[config.mk]
export PLATFORM = sky130hd
export DESIGN_NAME = serial_adder_ctrl
export DESIGN_NICKNAME = d
export VERILOG_FILES = /design/src/rtl/serial_adder_pkg.sv /design/src/rtl/serial_adder_ctrl_full_adder.sv /design/src/rtl/serial_adder_ctrl.sv
export SDC_FILE = /design/constraint.sdc
export NUM_CORES = 1
export LEC_CHECK = 0
export ABC_AREA = 1
export BUFFER_PORTS_ARGS = -buffer_cell sky130_fd_sc_hd__buf_4
export CAP_MARGIN = 20
export CORE_ASPECT_RATIO = 2
export CORE_MARGIN = 5
export CORE_UTILIZATION = 48
export CTS_CLUSTER_SIZE = 40
export DETAILED_ROUTE_END_ITERATION = 16
export GPL_TIMING_DRIVEN = 0
export HOLD_SLACK_MARGIN = 0.02
export PLACE_DENSITY = 0.77
export SYNTH_ARGS = -nofsm -noshare
export SYNTH_HDL_FRONTEND = slang
export SYNTH_HIERARCHICAL = 1
export SYNTH_SLANG_ARGS = --single-unit
[constraint.sdc]
create_clock -name clk -period 1.1 [get_ports clk]
set_input_delay 0.165 -clock clk [delete_from_list [all_inputs] [get_ports clk]]
set_output_delay 0.165 -clock clk [all_outputs]
set_load 0.005 [all_outputs]
[src/rtl/serial_adder_pkg.sv]
// Shared definitions for the bit-serial adder controller: FSM state encoding,
// legal WIDTH range and the bit-counter width helper.
package serial_adder_pkg;

    localparam int unsigned WIDTH_MIN = 1;
    localparam int unsigned WIDTH_MAX = 64;

    typedef enum logic [1:0] {
        ST_IDLE = 2'd0,
        ST_RUN  = 2'd1,
        ST_DONE = 2'd2
    } state_t;

    // Bit counter must hold 0..WIDTH-1 and be at least one bit wide.
    function automatic int unsigned cnt_width(input int unsigned w);
        return (w < 2) ? 1 : $clog2(w);
    endfunction

endpackage

[src/rtl/serial_adder_ctrl_full_adder.sv]
// One-bit full adder, the arithmetic element shared across all bit positions
// by serial_adder_ctrl.
module full_adder (
    input  logic A,
    input  logic B,
    input  logic Cin,
    output logic Sum,
    output logic Cout
);

    assign Sum  = A ^ B ^ Cin;
    assign Cout = (A & B) | (A & Cin) | (B & Cin);

endmodule

[src/rtl/serial_adder_ctrl.sv]
// Bit-serial adder controller: adds two WIDTH-bit operands LSB first, one bit
// per clock, through a single full_adder with a registered carry.
// Input and output use valid/ready handshakes; one operation in flight.
// Optional feature macro: SERIAL_ADDER_SUB_EN adds the 'sub' port, selecting
// a - b (B latched inverted, carry seeded with 1, cout=1 means no borrow).
module serial_adder_ctrl
    import serial_adder_pkg::*;
#(
    parameter int unsigned WIDTH = 8
) (
    input  logic             clk,
    input  logic             rst_n,
    input  logic             in_valid,
    output logic             in_ready,
    input  logic [WIDTH-1:0] a,
    input  logic [WIDTH-1:0] b,
    input  logic             cin,
`ifdef SERIAL_ADDER_SUB_EN
    input  logic             sub,
`endif
    output logic             out_valid,
    input  logic             out_ready,
    output logic [WIDTH-1:0] sum,
    output logic             cout,
    output logic             busy
);

    localparam int unsigned    CW       = cnt_width(WIDTH);
    localparam logic [CW-1:0]  CNT_LAST = CW'(WIDTH - 1);

    generate
        if (WIDTH < WIDTH_MIN || WIDTH > WIDTH_MAX) begin : g_width_check
            $error("serial_adder_ctrl: WIDTH %0d outside legal range", WIDTH);
        end
    endgenerate

    state_t            state_q, state_d;
    logic [WIDTH-1:0]  shift_a_q, shift_a_d;
    logic [WIDTH-1:0]  shift_b_q, shift_b_d;
    logic [WIDTH-1:0]  sum_q, sum_d;
    logic              cout_q, cout_d;
    logic              carry_q, carry_d;
    logic [CW-1:0]     cnt_q, cnt_d;
    logic [WIDTH:0]    sum_shift;
    logic              fa_sum;
    logic              fa_cout;
    logic              op_sub;

`ifdef SERIAL_ADDER_SUB_EN
    assign op_sub = sub;
`else
    assign op_sub = 1'b0;
`endif

    full_adder u_fa (
        .A    (shift_a_q[0]),
        .B    (shift_b_q[0]),
        .Cin  (carry_q),
        .Sum  (fa_sum),
        .Cout (fa_cout)
    );

    // State register; reset aborts any operation in flight.
    always_ff @(posedge clk or negedge rst_n) begin
        if (!rst_n) begin
            state_q <= ST_IDLE;
        end else begin
            state_q <= state_d;
        end
    end

    // Next-state and handshake outputs, all derived from state only.
    always_comb begin
        state_d   = state_q;
        in_ready  = 1'b0;
        out_valid = 1'b0;
        busy      = 1'b0;
        case (state_q)
            ST_IDLE: begin
                in_ready = 1'b1;
                if (in_valid) begin
                    state_d = ST_RUN;
                end
            end
            ST_RUN: begin
                busy = 1'b1;
                if (cnt_q == CNT_LAST) begin
                    state_d = ST_DONE;
                end
            end
            ST_DONE: begin
                busy      = 1'b1;
                out_valid = 1'b1;
                if (out_ready) begin
                    state_d = ST_IDLE;
                end
            end
            default: begin
                state_d = ST_IDLE;
            end
        endcase
    end

    // Datapath next-state: operand capture in IDLE, one bit per RUN cycle.
    always_comb begin
        shift_a_d = shift_a_q;
        shift_b_d = shift_b_q;
        sum_d     = sum_q;
        cout_d    = cout_q;
        carry_d   = carry_q;
        cnt_d     = cnt_q;
        // Prepending the new bit and dropping the LSB is a right shift that
        // still works when WIDTH is 1.
        sum_shift = {fa_sum, sum_q};
        if (state_q == ST_IDLE && in_valid) begin
            shift_a_d = a;
            shift_b_d = op_sub ? ~b : b;
            carry_d   = op_sub ? 1'b1 : cin;
            cnt_d     = '0;
        end else if (state_q == ST_RUN) begin
            shift_a_d = shift_a_q >> 1;
            shift_b_d = shift_b_q >> 1;
            sum_d     = sum_shift[WIDTH:1];
            carry_d   = fa_cout;
            cnt_d     = cnt_q + CW'(1);
            // cout is only updated on the final bit so it holds in IDLE even
            // though the carry register is reloaded on the next accept.
            if (cnt_q == CNT_LAST) begin
                cout_d = fa_cout;
            end
        end
    end

    // Datapath registers.
    always_ff @(posedge clk or negedge rst_n) begin
        if (!rst_n) begin
            shift_a_q <= '0;
            shift_b_q <= '0;
            sum_q     <= '0;
            cout_q    <= 1'b0;
            carry_q   <= 1'b0;
            cnt_q     <= '0;
        end else begin
            shift_a_q <= shift_a_d;
            shift_b_q <= shift_b_d;
            sum_q     <= sum_d;
            cout_q    <= cout_d;
            carry_q   <= carry_d;
            cnt_q     <= cnt_d;
        end
    end

    assign sum  = sum_q;
    assign cout = cout_q;

endmodule

### After elaboration in Yosys (flattened, before gate mapping)

Cells that the tools add are included.

* bits in read-only memories: 0
* register bits after elaboration: 31
* logic and storage cells: 44
* latch bits: 0
* output and inout bits: 12
* memory bits (writable): 0
* memories kept: 0
* input port bits: 21

* reductions and logical operators: 7
* mux-type cells: 15
* bitwise gates (word level): 8
* div/mod/pow operators: 0
* add/sub/neg operators: 1
* shifts and indexed selects: 0
* multiply operators: 0
* order comparisons: 0
* equality and inequality tests: 6

Operator list (number)
* $mux 8: 4
* $mux 2: 3
* $mux 3: 2
* $pmux 2 s3: 1
* $reduce_and 3->1: 2
* $mux 1: 5
* $ne 2x2->1 const B: 2
* $add 3x1->3 const B: 1
* $and 1x1->1: 3
* $eq 3x3->1 const B: 1
* $eq 2x1->1 const B: 1
* $eq 2x2->1 const B: 1
* $logic_not 2->1: 1
* $ne 2x1->1 const B: 1
* $or 1x1->1: 2
* $reduce_and 2->1: 1
* $reduce_bool 2->1: 1
* $reduce_or 2->1: 1
* $xor 1x1->1: 2
* $logic_and 1x1->1: 1
* $not 1->1: 1

### Longest topological paths before layout

Gate-level depths: netlist of run 1.

* word-level depth: 5
* depth in mapped cells: 7

### Modules after synthesis

The synthesis of run 1 kept the hierarchy.

By module, submodules not included
* serial_adder_ctrl: times used 1, seq. area each 775.7 um2, cells an instance 162, area an instance 1507.7 um2
* full_adder: times used 1, seq. area each 0.0 um2, cells an instance 1, area an instance 20.0 um2

### Least setup slack after synthesis of run 1

OpenSTA, ideal clock, no wires.

* path kind: flip-flop to flip-flop
* start point: reg state_q[0]
* end point: reg carry_q
* data arrival time: 1.163 ns
* data required time: 0.976 ns
* stages on the path, launching flop included: 8
* period minus slack after synthesis: 1.287 ns
* setup slack: -0.187 ns
* library setup time: 0.124 ns
* path through: dfrtp_1 > inv_1 > ha_1 > nand2_2 > buf_6 > buf_6 > nand3_1 > nand3_1

* longest elaborated chain between the ends: 3

Ends and longest elaborated chain
* start, declared: RTL line serial_adder_ctrl.sv:37 `state_t state_q, state_d;`
* start signal, assigned: RTL line serial_adder_ctrl.sv:68 `state_q <= state_d;`
* $logic_not 2->1: RTL line serial_adder_ctrl.sv:115 `if (state_q == ST_IDLE && in_valid) begin`
* $logic_and 1x1->1: RTL line serial_adder_ctrl.sv:115
* $mux 1 or $reduce_bool 2->1 (tied branches)
* end signal, assigned: RTL line serial_adder_ctrl.sv:148 `carry_q <= carry_d;`
* end, declared: RTL line serial_adder_ctrl.sv:42 `logic carry_q, carry_d;`

Several ways; a longest one is shown, not always the timed one.
A chain may end at the register's enable or synchronous reset.

### Worst setup path after layout of run 1

* start point: reg state_q[0]
* end point: reg shift_a_q[4]

* longest elaborated chain between the ends: 3

Ends and longest elaborated chain
* $logic_not 2->1: RTL line serial_adder_ctrl.sv:115
* $logic_and 1x1->1: RTL line serial_adder_ctrl.sv:115
* $mux 8 or $reduce_bool 2->1 (tied branches)
* end signal, assigned: RTL line serial_adder_ctrl.sv:144 `shift_a_q <= shift_a_d;`
* end, declared: RTL line serial_adder_ctrl.sv:38 `logic [WIDTH-1:0] shift_a_q, shift_a_d;`

Several ways; a longest one is shown, not always the timed one.

==> results of run 1 <==
## cell families (layout without fill, tap and decap cells)
group	count (synthesis)	in the layout	synth area share, %
xor+xnor	1	1	0.573
simple gates	84	84	22.6
flops	31	31	50.8
compound gates	21	21	12.9
buf+inv	19	76	6.96
fa+ha+maj	7	7	6.22
## path summary, 6_finish.rpt
check	slack [ns]	startpoint	end
worst min-delay path	0.08	b[7]	shift_b_q[7]
worst min register to register	0.48	shift_b_q[7]	shift_b_q[7]
max in group asynchronous	0.46	rst_n	shift_a_q[6]
worst max register to register	-0.26	state_q[0]	shift_a_q[4]
worst max-delay path	-0.26	state_q[0]	shift_a_q[4]
min in group asynchronous	0.34	rst_n	state_q[1]
## registers in the layout, summed over array words and instances, names as in the netlist
name       cells
sum            8
carry_q        1
shift_b_q      8
state_q        2
cout           1
cnt_q          3
shift_a_q      8
## cell usage after synthesis
library cell	count	share of area [%]
a31oi_4	1	1.4
nand3_1	10	3.3
buf_4	1	0.49
buf_8	1	0.98
nand4_1	2	0.82
nand2_2	1	0.41
nor2_2	4	1.6
nor2_1	17	4.2
buf_2	4	1.3
ha_1	6	4.9
buf_6	2	1.5
inv_1	10	2.5
o21ai_0	4	1.3
a21oi_1	4	1.3
a31oi_2	10	8.2
dfrtp_1	31	51
xnor2_1	1	0.57
nand2_1	50	12
inv_2	1	0.25
o21ai_1	2	0.66
fa_1	1	1.3
## metal layers
layer  part of all wire [%]  wire (µm)  vias up
met1                     33       1480      710
met2                     60       2710       44
met5                      0          0        -
met3                    4.1        185       15
li1                       -          -      639
met4                    3.3        148        0
## worst reg2reg max path: stages (launching register included)
cell and delay [ns]:
dfrtp_1 0.41, inv_2 0.12, ha_4 0.18, nand2_4 0.07, buf_8 0.15, buf_12 0.15
a31oi_2 0.19
## power breakdown
group          leakage [nW]  switching, mW  internal (mW)  total (mW)
logic                 0.697           2.06           2.17        4.23
registers             0.374          0.400           1.70        2.10
clock network        0.0612          0.449          0.732        1.18
## layout make-up
cell class / instances / area (µm²) / share of cell area [%]
multi-input combinational: 113 / 861 / 35.8
sequential: 31 / 776 / 32.3
timing repair buffer: 49 / 447 / 18.6
buffer: 8 / 115 / 4.79
clock buffer: 6 / 82.6 / 3.44
inverter: 11 / 48.8 / 2.03
tap: 31 / 38.8 / 1.61
clock inverter: 2 / 35.0 / 1.46
## repair_timing
action	CTS	global route
gates resized for setup	56	10
hold endpoints to repair	31	0
gates cloned	5	1
pin swaps	7	3
endpoints found under the setup margin	34	34
setup buffers	9	1
hold buffers	1	0
==> impl_metrics.csv, run 1 <==
group,metric,value,unit
status,status,"complete, but fails checks",
status,failed_checks,"negative setup slack",
placement,place_ws,-0.277,ns
setup_path,path_class,"flip-flop to flip-flop",
pwr,irDropWorstVdd,2.10,mV
min_path,hold_depth,3,
sta,rsz0062_at_grt,"yes",
pwr,power_leakage,1.13,nW
setup_path,crit_chain,"inv_2, ha_4, nand2_4, buf_8, buf_12, a31oi_2",
sta,report.final.setup_viol,34,
logic_synthesis,avgSynthCellArea,9.37,µm²
global_route,grt-busiest-layer,"met2",
setup_path,crit_path_max_incr_delay,0.41,ns
detailed_routing,viasPerCell,5.61,
pwr,powerDensity,3130,nW/µm²
clocking,clock_latency,0.29,ns
clocking,cts_root_buf,"clkbuf_8",
logic_synthesis,synth.distinct_cells,21,
detailed_routing,wl_per_cell,18.0,µm
final_layout,mostFrequentLayoutCells,"nand2_1 (45), buf_4 (36), dfrtp_1 (31), nor2_1 (16), buf_6 (13)",
placement,hpwlAfterDp,2640,µm
logic_synthesis,synth_area,1530,µm²
sta,finalHoldViolations,0,
setup_path,critPathBufInv,3,
clocking,tritoncts,"yes",
sta,layout_setup_ws,-0.257,ns
clocking,clock_path_buffers,2,
setup_path,crit_path_max_fanout,10,
final_layout,final_common_cell,"nand2_1",
global_route,grt_max_degree,32,
die,die_x,49.9,µm
die,die_area,4480,µm²
sta,period_needed,1.36,ns
global_route,first_global_vias,1624,
run,max-cap-violations,0,
final_layout,utilization,77.0,%
die,row_count,29,
logic_synthesis,ys_ff_latch,31,
sta,whs,0.0842,ns
clocking,cts_max_level,2,
logic_synthesis,yosysWarnings,6,
sta,fin_skew,0.00481,ns
die,start_util,49.0,%
sta,tightest_slew,0.404,ns
placement,gp_congestion,0.783,
setup_path,required,1.31,ns
clocking,cts.sinks,31,
final_layout,final_area,2400,µm²
detailed_routing,dr.pass1.iters,4,
setup_path,endpoint_kind,"flip-flop",
logic_synthesis,seq_area_frac_synth,50.8,%
final_layout,instances_no_fill,251,
final_layout,area_growth,57.3,%
placement,place_area,1870,µm²
setup_path,critPathLaunchType,"flip-flop",
global_route,antenna_found_initial,0,
logic_synthesis,synth_nets,191,
detailed_routing,drtAntennaViolNets,0,
placement,dp.cells,226,
min_path,hold_class,"input pin to flip-flop",
setup_path,arrival,1.56,ns
sta,fin_crit_sh,123,%
detailed_routing,initialDrtViolationCount,50,
sta,finalMaxSlewViolations,0,
global_route,met2_usage,41.0,%
sta,fin_tns_setup,-6.49,ns
clocking,cts_made_buffers,5,
setup_path,cp_top_family,"buffers and inverters",
sta,maxSlewHeadroom,73.1,%
setup_path,critical_path_cell_count,6,
final_layout,final_nets,247,
global_route,gr-usage-all-layers,22.0,%
global_route,met3_usage,4.47,%
global_route,grt_util_met1,21.0,%
detailed_routing,route.vias.total,1408,
die,coreArea,3120,µm²
setup_path,rr_worst_depth,6,
sta,max_freq,737,MHz
die,io_pins,33,
global_route,grt_overflow,0,
final_layout,nFillCells,194,
detailed_routing,drc,0,
logic_synthesis,syn_inst,163,
die,die_y,89.8,µm
setup_path,cp_slowest_cell,"dfrtp_1",
clocking,clk_pin_slew,0.07,ns
final_layout,layout-drive-gt1-share,50.0,%
detailed_routing,routed_wl,4520,µm
placement,place.port_buffers,32,
pwr,finalPower,7.52,mW
global_route,grt_pass1_wl,7600,µm
final_layout,n_antenna_cell,0,
(Power assumes the default switching activity.)
==> run 2: changes to the inputs <==
--- a/config.mk
+++ b/config.mk
@@ -8,14 +8,16 @@
 export ABC_AREA = 1
 export BUFFER_PORTS_ARGS = -buffer_cell sky130_fd_sc_hd__buf_4
 export CAP_MARGIN = 20
+export CELL_PAD_IN_SITES_DETAIL_PLACEMENT = 0
+export CELL_PAD_IN_SITES_GLOBAL_PLACEMENT = 1
 export CORE_ASPECT_RATIO = 2
 export CORE_MARGIN = 5
-export CORE_UTILIZATION = 48
+export CORE_UTILIZATION = 36
 export CTS_CLUSTER_SIZE = 40
 export DETAILED_ROUTE_END_ITERATION = 16
 export GPL_TIMING_DRIVEN = 0
 export HOLD_SLACK_MARGIN = 0.02
-export PLACE_DENSITY = 0.77
+export PLACE_DENSITY = 0.76
 export SYNTH_ARGS = -nofsm -noshare
 export SYNTH_HDL_FRONTEND = slang
 export SYNTH_HIERARCHICAL = 1
==> impl_metrics.csv, run 2 (synthesis results as in run 1) <==
group,metric,value,unit
status,status,"complete, but fails checks",
status,failed_checks,"negative setup slack",
detailed_routing,viasPerCell,4.88,
clocking,cts_made_buffers,5,
detailed_routing,wl_per_cell,14.7,µm
placement,place_ws,-0.278,ns
global_route,grt_pass1_wl,6050,µm
die,die_y,102,µm
sta,fin_skew,0.00251,ns
pwr,swShare,37.3,%
setup_path,path_class,"flip-flop to flip-flop",
final_layout,final_nets,235,
sta,whs,0.0852,ns
clocking,cts_max_level,2,
sta,fin_crit_sh,121,%
sta,tightest_slew,0.409,ns
clocking,clk_pin_slew,0.07,ns
global_route,first_global_vias,1372,
sta,finalHoldViolations,0,
detailed_routing,route.vias.total,1268,
pwr,irDropWorstVdd,1.60,mV
pwr,finalPower,6.73,mW
sta,max_freq,751,MHz
final_layout,area_growth,49.9,%
pwr,power_frac_comb,51.8,%
die,io_pins,33,
clocking,clock_latency,0.28,ns
sta,fin_tns_setup,-5.42,ns
final_layout,n_antenna_cell,0,
pwr,power_leakage,1.07,nW
pwr,p_clk_share,17.3,%
run,max-cap-violations,0,
pwr,seq_power_share,30.9,%
global_route,antenna_found_initial,0,
detailed_routing,initialDrtViolationCount,24,
pwr,powerDensity,2940,nW/µm²
sta,rsz0062_at_grt,"yes",
sta,layout_setup_ws,-0.232,ns
sta,report.final.setup_viol,34,
detailed_routing,drtAntennaViolNets,0,
final_layout,layout-drive-gt1-share,45.2,%
sta,period_needed,1.33,ns
setup_path,endpoint_kind,"flip-flop",
global_route,gr-usage-all-layers,13.7,%
placement,place.port_buffers,32,
global_route,grt_max_degree,32,
min_path,hold_end,"shift_a_q[7]",
final_layout,final_area,2290,µm²
detailed_routing,dr.pass1.iters,5,
clocking,clock_path_buffers,2,
detailed_routing,drc,0,
die,die_area,5730,µm²
min_path,worstHoldStart,"a[7]",
sta,finalMaxSlewViolations,0,
setup_path,required,1.30,ns
pwr,switchingPower,2.51,mW
setup_path,crit_path_max_fanout,10,
min_path,hold_depth,3,
global_route,grt_overflow,0,
min_path,hold_class,"input pin to flip-flop",
setup_path,reg2reg_slack,-0.23,ns
pwr,p_int,4.22,mW
setup_path,arrival,1.53,ns
setup_path,rr_worst_depth,6,
die,row_count,33,
clocking,tritoncts,"yes",
final_layout,mostFrequentLayoutCells,"nand2_1 (48), buf_4 (32), dfrtp_1 (30), nor2_1 (12)",
final_layout,final_common_cell,"nand2_1",
detailed_routing,routed_wl,3810,µm
clocking,cts_root_buf,"clkbuf_8",
sta,maxSlewHeadroom,72.7,%
setup_path,r2r-start,"state_q[1]",
die,die_x,56.1,µm
placement,gp_congestion,0.711,
placement,place_area,1890,µm²
die,start_util,37.0,%
clocking,cts.sinks,31,
setup_path,r2r_end,"shift_b_q[3]",
placement,hpwlAfterDp,2570,µm
setup_path,critPathLaunchType,"flip-flop",
die,coreArea,4130,µm²
run 2: changes by cell type in the layout (fill, tap and decap cells not counted), moves of 3 or more:
cell | previous run | this run
a21oi_1 | 0 | 4
a21oi_2 | 4 | 0
o21ai_1 | 4 | 0
buf_6 | 13 | 6
nor2_4 | 4 | 7
o21ai_0 | 0 | 4
buf_4 | 36 | 32
nand2_2 | 4 | 1
nand2_1 | 45 | 48
nor2_1 | 16 | 12
run 2: how the worst max path moves through the flow:
stage / from / slack (ns) / to
2_1_floorplan: state_q[0] / -0.16 / shift_a_q[2]
3_3_place_gp: state_q[1] / -0.27 / shift_b_q[6]
3_5_place_dp: state_q[1] / -0.28 / shift_b_q[4]
4_1_cts: state_q[1] / -0.21 / shift_b_q[4]
5_1_grt: state_q[1] / -0.27 / shift_b_q[3]
6_report: state_q[1] / -0.23 / shift_b_q[3]
run 2: critical path: stages (launching register included):
cell,delay [ns]
dfrtp_1,0.41
inv_2,0.12
ha_4,0.18
nand2_4,0.07
buf_8,0.15
buf_12,0.15
a31oi_2,0.16
run 2: per-stage QoR:
step	utilization (%)	std cells
floorplan	-	163
global placement	45.8	247
detailed placement	45.8	247
CTS	52.6	258
global route	55.5	260
finish	55.5	260
run 2: cell type report:
type	count	area (µm²)
Fill cell	383	1840
Sequential cell	31	777
Clock inverter	2	35.0
Inverter	11	41.3
Timing Repair Buffer	37	330
Clock buffer	6	82.6
Multi-Input combinational cell	113	838
Buffer	8	120
Tap cell	52	65.1
run 2: repair_timing:
| action | CTS | global route |
|---|---|---|
| pin swaps | 1 | 4 |
| setup buffers | 1 | 1 |
| hold endpoints to repair | 31 | 0 |
| gates resized for setup | 27 | 17 |
| endpoints found under the setup margin | 34 | 34 |
| cloned | 1 | 1 |
| hold buffers | 1 | 0 |
run 2: power by group through the flow:
stage / sequential (mW) / clock (mW) / combinational (mW)
detailed placement: 2.07 / 0 / 2.66
global route: 2.15 / 1.23 / 3.82
CTS: 2.06 / 1.20 / 3.18
global placement: 2.05 / 0 / 2.59
floorplan: 2.01 / 0 / 1.85
finish: 2.08 / 1.16 / 3.49
run 2: layer usage:
| layer | global-route usage [%] | part of all wire, % |
|---|---|---|
| met4 | 7.50 | 2.5 |
| met5 | 0 | 0 |
| met3 | 3.79 | 4.0 |
| met2 | 26.1 | 56 |
| met1 | 13.1 | 37 |
==> run 3: changes to the inputs <==
--- a/config.mk
+++ b/config.mk
@@ -10,13 +10,12 @@
 export CAP_MARGIN = 20
 export CELL_PAD_IN_SITES_DETAIL_PLACEMENT = 0
 export CELL_PAD_IN_SITES_GLOBAL_PLACEMENT = 1
-export CORE_ASPECT_RATIO = 2
 export CORE_MARGIN = 5
 export CORE_UTILIZATION = 36
 export CTS_CLUSTER_SIZE = 40
 export DETAILED_ROUTE_END_ITERATION = 16
 export GPL_TIMING_DRIVEN = 0
-export HOLD_SLACK_MARGIN = 0.02
+export HOLD_SLACK_MARGIN = 0.15
 export PLACE_DENSITY = 0.76
 export SYNTH_ARGS = -nofsm -noshare
 export SYNTH_HDL_FRONTEND = slang
==> impl_metrics.csv, run 3 (synthesis results as in run 1) <==
group,metric,value,unit
status,status,"complete, but fails checks",
status,failed_checks,"negative setup slack",
setup_path,path_class,"flip-flop to primary output",
die,die_x,75.1,µm
pwr,powerDensity,2820,nW/µm²
setup_path,critPathCapture,"out_valid",
final_layout,area_growth,68.6,%
pwr,switchingPower,2.82,mW
clocking,cts.sinks,31,
pwr,p_clk_share,11.9,%
detailed_routing,routed_wl,4060,µm
sta,layout_setup_ws,-0.270,ns
die,coreArea,4060,µm²
setup_path,rr_worst_depth,6,
placement,dp.cells,245,
final_layout,instances_no_fill,280,
sta,report.final.setup_viol,34,
pwr,irDropWorstVdd,1.14,mV
global_route,grt_pass1_wl,6500,µm
clocking,cts_root_buf,"clkbuf_8",
placement,place_area,1890,µm²
sta,finalMaxSlewViolations,0,
sta,period_needed,1.37,ns
setup_path,crit_path_max_incr_delay,0.40,ns
die,die_y,75.1,µm
sta,tightest_slew,0.409,ns
global_route,gr-usage-all-layers,15.2,%
detailed_routing,wl_per_cell,14.5,µm
setup_path,arrival,1.21,ns
detailed_routing,route.vias.total,1339,
detailed_routing,drc,0,
final_layout,final_common_cell,"nand2_1",
placement,place_ws,-0.271,ns
min_path,hold_class,"input pin to flip-flop",
clocking,tritoncts,"yes",
final_layout,mostFrequentLayoutCells,"nand2_1 (40), buf_4 (35), dfrtp_1 (30), buf_6 (12), nor2_1 (10)",
die,die_area,5650,µm²
sta,rsz0062_at_grt,"yes",
sta,maxSlewHeadroom,72.7,%
pwr,seq_power_share,28.9,%
placement,hpwlAfterDp,2440,µm
placement,place.port_buffers,32,
setup_path,cp_slowest_cell,"dfrtp_1",
setup_path,critPathLaunchType,"flip-flop",
final_layout,final_nets,257,
sta,finalHoldViolations,0,
setup_path,crit_path_max_fanout,2,
pwr,p_int,4.45,mW
detailed_routing,dr.pass1.iters,4,
setup_path,crit_start,"state_q[1]",
setup_path,endpoint_kind,"primary output",
final_layout,n_antenna_cell,0,
pwr,power_leakage,1.18,nW
global_route,antenna_found_initial,0,
run,max-cap-violations,0,
global_route,grt_max_degree,32,
setup_path,r2r-start,"state_q[1]",
global_route,first_global_vias,1419,
clocking,clk_pin_slew,0.07,ns
die,io_pins,33,
setup_path,reg2reg_slack,-0.23,ns
pwr,power_frac_comb,59.2,%
placement,gp_congestion,0.771,
pwr,finalPower,7.26,mW
sta,fin_skew,0.00542,ns
setup_path,crit_chain,"buf_4, buf_6, ha_4, buf_6",
die,start_util,37.7,%
die,row_count,23,
clocking,cts_made_buffers,5,
setup_path,r2r_end,"shift_b_q[4]",
clocking,cts_max_level,2,
setup_path,crit_top_cell,"buf_6",
final_layout,layout-drive-gt1-share,53.5,%
sta,fin_crit_sh,125,%
clocking,clock_latency,0.28,ns
clocking,clock_path_buffers,2,
pwr,swShare,38.8,%
detailed_routing,initialDrtViolationCount,60,
detailed_routing,viasPerCell,4.78,
detailed_routing,drtAntennaViolNets,0,
final_layout,final_area,2570,µm²
sta,max_freq,730,MHz
global_route,grt_overflow,0,
setup_path,required,0.94,ns
## run 3: final cells by class
type,count,area [µm²]
fill,329,1480
multi-input combinational,113,887
sequential,31,777
timing repair buffer,59,584
buffer,8,129
clock buffer,5,68.8
tap,50,62.6
inverter,11,51.3
clock inverter,3,15.0
## run 3: worst min-delay path by stage
stage	to	start	slack (ns)	cells after the start
global placement	state_q[0]	rst_n	0.12	1
CTS	shift_b_q[4]	b[4]	0.15	3
finish	shift_a_q[2]	a[2]	0.17	3
detailed placement	state_q[1]	rst_n	0.13	1
floorplan	carry_q	rst_n	-0.13	0
global route	shift_a_q[2]	a[2]	0.15	3
## run 3: worst max-delay path: cells and delay by family (launching register included)
family	cells	cell delay [ns]
adder cells (fa/ha/maj)	1	0.15
flip-flops	1	0.40
buffers and inverters	3	0.37
## run 3: metal layers
metal	vias up	share of wire, %	wire length (µm)	global-route usage, %
met1	642	44	1790	19.3
met4	0	0.62	25	2.91
met2	34	50	2030	25.4
li1	659	-	-	-
met3	4	5.1	209	5.07
met5	-	0	0	0
## run 3: power by group through the flow
stage / logic, mW / registers (mW) / clock network (mW)
6_report: 4.30 / 2.10 / 0.865
3_3_place_gp: 2.58 / 2.04 / 0
2_1_floorplan: 1.85 / 2.01 / 0
3_5_place_dp: 2.66 / 2.07 / 0
5_1_grt: 4.68 / 2.17 / 0.953
4_1_cts: 3.61 / 2.06 / 0.879
## run 3: stage by stage
step | utilization (%) | TNS (ns) | hold slack [ns]
2_1_floorplan | - | -2.69 | -0.131
3_3_place_gp | 46.6 | -4.72 | 0.122
3_5_place_dp | 46.6 | -5.78 | 0.127
4_1_cts | 58.0 | -4.72 | 0.151
5_1_grt | 63.5 | -7.81 | 0.152
6_report | 63.5 | -6.04 | 0.165
## run 3: what timing repair did
item,4_1_cts,5_1_grt
cloned,5,2
hold endpoints to repair,39,0
endpoints found under the setup margin,34,34
gates resized for setup,50,32
pin swaps,4,10
hold buffers,9,0
buffers inserted,8,3
